[src/rtl/ped_walk_controller_if.sv]
// Signal bundle between the upstream light controller / push-button and the pedestrian head.
// The master side drives lights and button; the controller sits on the slave side.
interface ped_walk_controller_if;
    logic       red;
    logic       yellow;
    logic       green;
    logic       ped_button;
    logic       walk;
    logic       dont_walk;
    logic       flash;
    logic [3:0] countdown;
    logic       req_pending;
    logic       fault;

    modport master (
        output red, yellow, green, ped_button,
        input  walk, dont_walk, flash, countdown, req_pending, fault
    );

    modport slave (
        input  red, yellow, green, ped_button,
        output walk, dont_walk, flash, countdown, req_pending, fault
    );
endinterface

[src/rtl/ped_walk_controller.sv]
// Pedestrian walk / don't-walk head driven from the traffic light state and a debounced push-button.
// Walk is granted only on a red rising edge with a latched request; illegal light codes lock into FAULT.
module ped_walk_controller #(
    parameter int DEBOUNCE     = 4,
    parameter int WALK_CYCLES  = 8,
    parameter int CLEAR_CYCLES = 6,
    parameter int BLINK_HALF   = 1
) (
    input  logic                 clk,
    input  logic                 reset,
    ped_walk_controller_if.slave bus
);
    localparam int DB_W = $clog2(DEBOUNCE + 1);
    localparam int PH_W = $clog2(WALK_CYCLES + 1);
    localparam int BL_W = $clog2(BLINK_HALF + 1);

    typedef enum logic [1:0] {
        S_IDLE,
        S_WALK,
        S_CLEAR,
        S_FAULT
    } state_t;

    state_t          r_state;
    logic            r_sync1;
    logic            r_sync2;
    logic [DB_W-1:0] r_db_cnt;
    logic            r_deb_d;
    logic            r_red_d;
    logic [PH_W-1:0] r_walk_cnt;
    logic [BL_W-1:0] r_blink_cnt;
    logic            r_walk;
    logic            r_dont_walk;
    logic            r_flash;
    logic [3:0]      r_countdown;
    logic            r_req;
    logic            r_fault;

    logic            w_deb;
    logic            w_press;
    logic            w_red_rise;
    logic            w_legal;

    // Counter saturates at DEBOUNCE, so a held button yields a single rising edge.
    assign w_deb      = (r_db_cnt == DB_W'(DEBOUNCE));
    assign w_press    = w_deb & ~r_deb_d;
    assign w_red_rise = bus.red & ~r_red_d;
    assign w_legal    = $onehot({bus.red, bus.yellow, bus.green});

    always_ff @(posedge clk) begin
        if (reset) begin
            r_sync1  <= 1'b0;
            r_sync2  <= 1'b0;
            r_db_cnt <= '0;
            r_deb_d  <= 1'b0;
            r_red_d  <= 1'b0;
        end else begin
            r_sync1 <= bus.ped_button;
            r_sync2 <= r_sync1;
            r_deb_d <= w_deb;
            r_red_d <= bus.red;
            if (!r_sync2) begin
                r_db_cnt <= '0;
            end else if (!w_deb) begin
                r_db_cnt <= r_db_cnt + DB_W'(1);
            end
        end
    end

    always_ff @(posedge clk) begin
        if (reset) begin
            r_state     <= S_IDLE;
            r_walk_cnt  <= '0;
            r_blink_cnt <= '0;
            r_walk      <= 1'b0;
            r_dont_walk <= 1'b1;
            r_flash     <= 1'b0;
            r_countdown <= 4'd0;
            r_req       <= 1'b0;
            r_fault     <= 1'b0;
        end else if (!w_legal || r_state == S_FAULT) begin
            r_state     <= S_FAULT;
            r_walk      <= 1'b0;
            r_dont_walk <= 1'b1;
            r_flash     <= 1'b0;
            r_countdown <= 4'd0;
            r_req       <= 1'b0;
            r_fault     <= 1'b1;
        end else begin
            case (r_state)
                S_IDLE: begin
                    if (w_red_rise && r_req) begin
                        r_state     <= S_WALK;
                        r_walk_cnt  <= '0;
                        r_walk      <= 1'b1;
                        r_dont_walk <= 1'b0;
                        r_req       <= 1'b0;
                    end
                end
                S_WALK: begin
                    if (!bus.red) begin
                        r_state     <= S_IDLE;
                        r_walk      <= 1'b0;
                        r_dont_walk <= 1'b1;
                    end else if (r_walk_cnt == PH_W'(WALK_CYCLES - 1)) begin
                        r_state     <= S_CLEAR;
                        r_walk      <= 1'b0;
                        r_dont_walk <= 1'b1;
                        r_flash     <= 1'b1;
                        r_countdown <= 4'(CLEAR_CYCLES - 1);
                        r_blink_cnt <= '0;
                    end else begin
                        r_walk_cnt <= r_walk_cnt + PH_W'(1);
                    end
                end
                S_CLEAR: begin
                    if (!bus.red || r_countdown == 4'd0) begin
                        r_state     <= S_IDLE;
                        r_dont_walk <= 1'b1;
                        r_flash     <= 1'b0;
                        r_countdown <= 4'd0;
                    end else begin
                        r_countdown <= r_countdown - 4'd1;
                        if (r_blink_cnt == BL_W'(BLINK_HALF - 1)) begin
                            r_blink_cnt <= '0;
                            r_dont_walk <= ~r_dont_walk;
                        end else begin
                            r_blink_cnt <= r_blink_cnt + BL_W'(1);
                        end
                    end
                end
                default: begin
                    r_state <= S_FAULT;
                end
            endcase
            // A fresh press wins over the grant clear so it is served at the next red.
            if (w_press) begin
                r_req <= 1'b1;
            end
        end
    end

    assign bus.walk        = r_walk;
    assign bus.dont_walk   = r_dont_walk;
    assign bus.flash       = r_flash;
    assign bus.countdown   = r_countdown;
    assign bus.req_pending = r_req;
    assign bus.fault       = r_fault;
endmodule

[src/flat_wrapper.sv]
// flat-port wrapper written by rule: the top's interface ports become plain ports
module ped_walk_controller_flat 
#(
    parameter int DEBOUNCE     = 4,
    parameter int WALK_CYCLES  = 8,
    parameter int CLEAR_CYCLES = 6,
    parameter int BLINK_HALF   = 1
)
  (clk, reset, bus_red, bus_yellow, bus_green, bus_ped_button, bus_walk, bus_dont_walk, bus_flash, bus_countdown, bus_req_pending, bus_fault);
  ped_walk_controller_if bus_i ();
  input  logic clk;
  input  logic reset;
  input wire logic [$bits(bus_i.red)-1:0] bus_red;
  input wire logic [$bits(bus_i.yellow)-1:0] bus_yellow;
  input wire logic [$bits(bus_i.green)-1:0] bus_green;
  input wire logic [$bits(bus_i.ped_button)-1:0] bus_ped_button;
  output wire logic [$bits(bus_i.walk)-1:0] bus_walk;
  output wire logic [$bits(bus_i.dont_walk)-1:0] bus_dont_walk;
  output wire logic [$bits(bus_i.flash)-1:0] bus_flash;
  output wire logic [$bits(bus_i.countdown)-1:0] bus_countdown;
  output wire logic [$bits(bus_i.req_pending)-1:0] bus_req_pending;
  output wire logic [$bits(bus_i.fault)-1:0] bus_fault;
  assign bus_i.red = bus_red;
  assign bus_i.yellow = bus_yellow;
  assign bus_i.green = bus_green;
  assign bus_i.ped_button = bus_ped_button;
  assign bus_walk = bus_i.walk;
  assign bus_dont_walk = bus_i.dont_walk;
  assign bus_flash = bus_i.flash;
  assign bus_countdown = bus_i.countdown;
  assign bus_req_pending = bus_i.req_pending;
  assign bus_fault = bus_i.fault;
  ped_walk_controller #(.DEBOUNCE(DEBOUNCE), .WALK_CYCLES(WALK_CYCLES), .CLEAR_CYCLES(CLEAR_CYCLES), .BLINK_HALF(BLINK_HALF)) u_core (.clk(clk), .reset(reset), .bus(bus_i));
endmodule
[config.mk]
export PLATFORM = sky130hd
export DESIGN_NAME = ped_walk_controller_flat
export DESIGN_NICKNAME = d
export VERILOG_FILES = /design/src/rtl/ped_walk_controller_if.sv /design/src/rtl/ped_walk_controller.sv /design/src/flat_wrapper.sv
export SDC_FILE = /design/constraint.sdc
export NUM_CORES = 1
export LEC_CHECK = 0
export ABC_CLOCK_PERIOD_IN_PS = 2100
export CAP_MARGIN = 25
export CORE_AREA = 2 2 53 55
export CTS_BUF_LIST = sky130_fd_sc_hd__clkbuf_8
export CTS_CLUSTER_DIAMETER = 100
export DETAILED_ROUTE_END_ITERATION = 10
export DIE_AREA = 0 0 55 57
export GPL_ROUTABILITY_DRIVEN = 0
export PLACE_DENSITY = 0.77
export SETUP_SLACK_MARGIN = 0.2
export SLEW_MARGIN = 40
export SYNTH_ARGS = -nofsm -noshare
export SYNTH_HDL_FRONTEND = slang
export SYNTH_SLANG_ARGS = --single-unit
export TNS_END_PERCENT = 1
[constraint.sdc]
create_clock -name clk -period 2.1 [get_ports clk]
set_input_delay 0.42 -clock clk [delete_from_list [all_inputs] [get_ports clk]]
set_output_delay 0.42 -clock clk [all_outputs]
set_load 0.03 [all_outputs]
==> run metrics <==
CORE AREA=0.00262 mm^2; CTS sink count=22; placed inst area=0.00146 mm^2; Peak VDD IR=516 uV; leak pwr=0.583 nW; Num CTS Buffers=3; pin count of the biggest net entering global routing=13; synthesized area=0.00122 mm^2; Max Slew Vio Count=0; CTS tree=built; worst r2r src=u_core.bus.countdown[0]; Hold Crit Depth=1; Final Hold Fails=0; Critical Path Source Type=flip-flop; worst-skew pair later-pin latency=0.26 ns; Ports=15; final wirelength=2890 um; number of synthesized register bits=22; highest clock rate=516 MHz; top_reg_cell synth=dfxtp_1; share of post-route cells with drive strength above 1=0.169; final core occ=0.588; Register-to-Register Path Depth=6; commonest non-fill, non-tap cell in the layout=dfxtp_1; largest family of logic cells by synthesized area=simple AND/OR/NAND/NOR gates; via/cell ratio=5.71; Final ANT Viol Nets=0; global-route wire length before repair=4700 um; clock tree buffer depth=2; status=complete, no violations; Reg area=442 um^2; pwr/cell area=618 mW/mm^2; most frequent cells in the layout=21 x dfxtp_1, 12 x buf_4, 11 x nor2_1, 11 x clkdlybuf4s50_1; Tmin final=1.94 ns; Root Buffer=clkbuf_8; Synthesized Nets=157; routed len/inst=14.7 um; Synth Area in Compound Gates=0.186; maximum level of the CTS H-tree=1; Initial Utilization=0.465; Crit. End Element=flip-flop; Multi-input gate area=729 um^2; Clk pin slew, worst setup/hold paths=0.07 ns; P&R area growth vs syn=26.3%; Worst Tran Pin Value=0.479 ns; nets@finish=183; Detailed Routing Iterations Pass 1=5; die width=55 um; CP Class=flip-flop to flip-flop; Cells after Synth=141; dpl hpwl=2080 um; worst endpoint required time=2.28 ns; via count=1125; hold_buf cts=0; initial antenna violation count=0; vias in the first global route=1036; # DRC=0; Post-synth EDFFs=0; # fillers=239; GR Overflow Total=0; Synth Area in Adders=0.109; RSZ-0062 raised after global routing=yes; Worst Skew=0.00258 ns; die area=0.00314 mm^2; fin crit share=0.923; chip height=57 um; Distinct cells, synth=41; Inserted Diodes=0; syn avg cell area=8.63 um^2; Crit Path Max Fanout=7; worst setup path start=u_core.bus.countdown[0]; Initial DRC Count=35; # port buffers=14; Final Setup Violations=0; mux contribution to synthesized area=0.0165; GR Util All Layers=0.204; sequential share of the synthesized area=0.362; Post-synth ARST share=0; YS warnings=0; Final Instance Area=0.00154 mm^2; critical path arrival=2.12 ns; headroom to the max-slew limit=0.681; xor and xnor area share after synthesis=0.00720; post-synthesis simple-gate area fraction=0.259; Tot Pwr=949 uW; worst hold path type=flip-flop to flip-flop; Cell Rows=19; Worst Hold Launch=u_core.r_sync1; MaxCap Viol Count=0
[path summary, 6_finish.rpt]
kind	slack [ns]	to
worst min register to register	0.46	u_core.r_sync2
worst max-delay path	0.16	u_core.r_state[1]
worst max register to register	0.16	u_core.r_state[1]
worst min-delay path	0.46	u_core.r_sync2
[per-stage QoR]
stage,setup WS (ns),hold slack [ns],instances,setup TNS (ns)
finish,0.161,0.457,197,0
global route,0.118,0.481,197,0
CTS,0.120,0.462,197,0
detailed placement,-0.297,0.432,192,-2.93
global placement,-0.239,0.426,192,-2.00
floorplan,0.196,0.414,141,0
[power breakdown]
group          leakage (nW)  switching [mW]  internal, mW  total, mW
Clock                0.0288           0.132         0.167      0.299
Combinational         0.375           0.116        0.0930      0.209
Sequential            0.180          0.0112         0.430      0.441
Total                 0.583           0.259         0.690      0.949
[area by class of cell]
| cell class | count | share of cell area |
|---|---|---|
| Multi-Input combinational cell | 102 | 0.475 |
| Timing Repair Buffer | 26 | 0.147 |
| Tap cell | 31 | 0.0252 |
| Clock buffer | 4 | 0.0358 |
| Sequential cell | 22 | 0.287 |
| Inverter | 12 | 0.0293 |
[registers in the layout, summed over array words and instances (netlist names)]
| signal | cells |
|---|---|
| u_core.r_sync2 | 1 |
| u_core.bus.walk | 1 |
| u_core.bus.fault | 1 |
| u_core.bus.countdown | 4 |
| u_core.r_deb_d | 1 |
| u_core.r_state | 2 |
| u_core.r_walk_cnt | 4 |
| u_core.bus.flash | 1 |
| u_core.r_db_cnt | 3 |
| u_core.r_sync1 | 1 |
| u_core.bus.dont_walk | 1 |
| u_core.r_red_d | 1 |
| u_core.bus.req_pending | 1 |
[cells in the mapped netlist, types with 2 or more instances]
master / instances / share of area
or3_1: 3 / 0.015
o21ai_0: 7 / 0.029
o21a_1: 2 / 0.012
nand2b_1: 4 / 0.021
nand4b_1: 2 / 0.014
a31oi_1: 3 / 0.015
inv_1: 12 / 0.037
mux2i_1: 2 / 0.016
clkbuf_1: 3 / 0.0093
nand3b_1: 5 / 0.031
nor2b_1: 3 / 0.015
or3b_1: 2 / 0.014
ha_1: 9 / 0.093
nor2_1: 12 / 0.037
o211ai_1: 2 / 0.012
a21oi_1: 9 / 0.037
a32o_1: 2 / 0.016
nand3_1: 5 / 0.021
nand2_1: 10 / 0.031
a211o_1: 2 / 0.014
dfxtp_1: 22 / 0.36
[layer usage]
layer | vias up | GRT usage | wire, um
met5 | - | 0 | 0
met4 | 0 | 0.0697 | 37
met3 | 7 | 0.0602 | 149
met2 | 32 | 0.325 | 1460
met1 | 536 | 0.260 | 1250
li1 | 550 | - | -
[kinds of logic after synthesis]
group | after synthesis
AND/OR/NAND/NOR | 55
AO/OA/AOI/OAI | 34
flip-flops | 22
buffers and inverters | 17
adder cells (fa/ha/maj) | 10
multiplexers | 2
XOR/XNOR | 1
[worst max-delay path, cell delays in order (launching register included)]
cell and delay, ns:
dfxtp_2 0.34, inv_1 0.08, ha_2 0.20, or3b_4 0.41, and3_4 0.23, or3_1 0.35
a31oi_2 0.24
[what timing repair did]
| item | 4_1_cts | 5_1_grt |
|---|---|---|
| buffers inserted | 1 | 0 |
| gates resized for setup | 5 | 6 |
| pin swaps | 3 | 0 |
| setup endpoints to repair | 15 | 7 |
| hold endpoints to repair | 0 | 0 |
(Power assumes the default switching activity.)
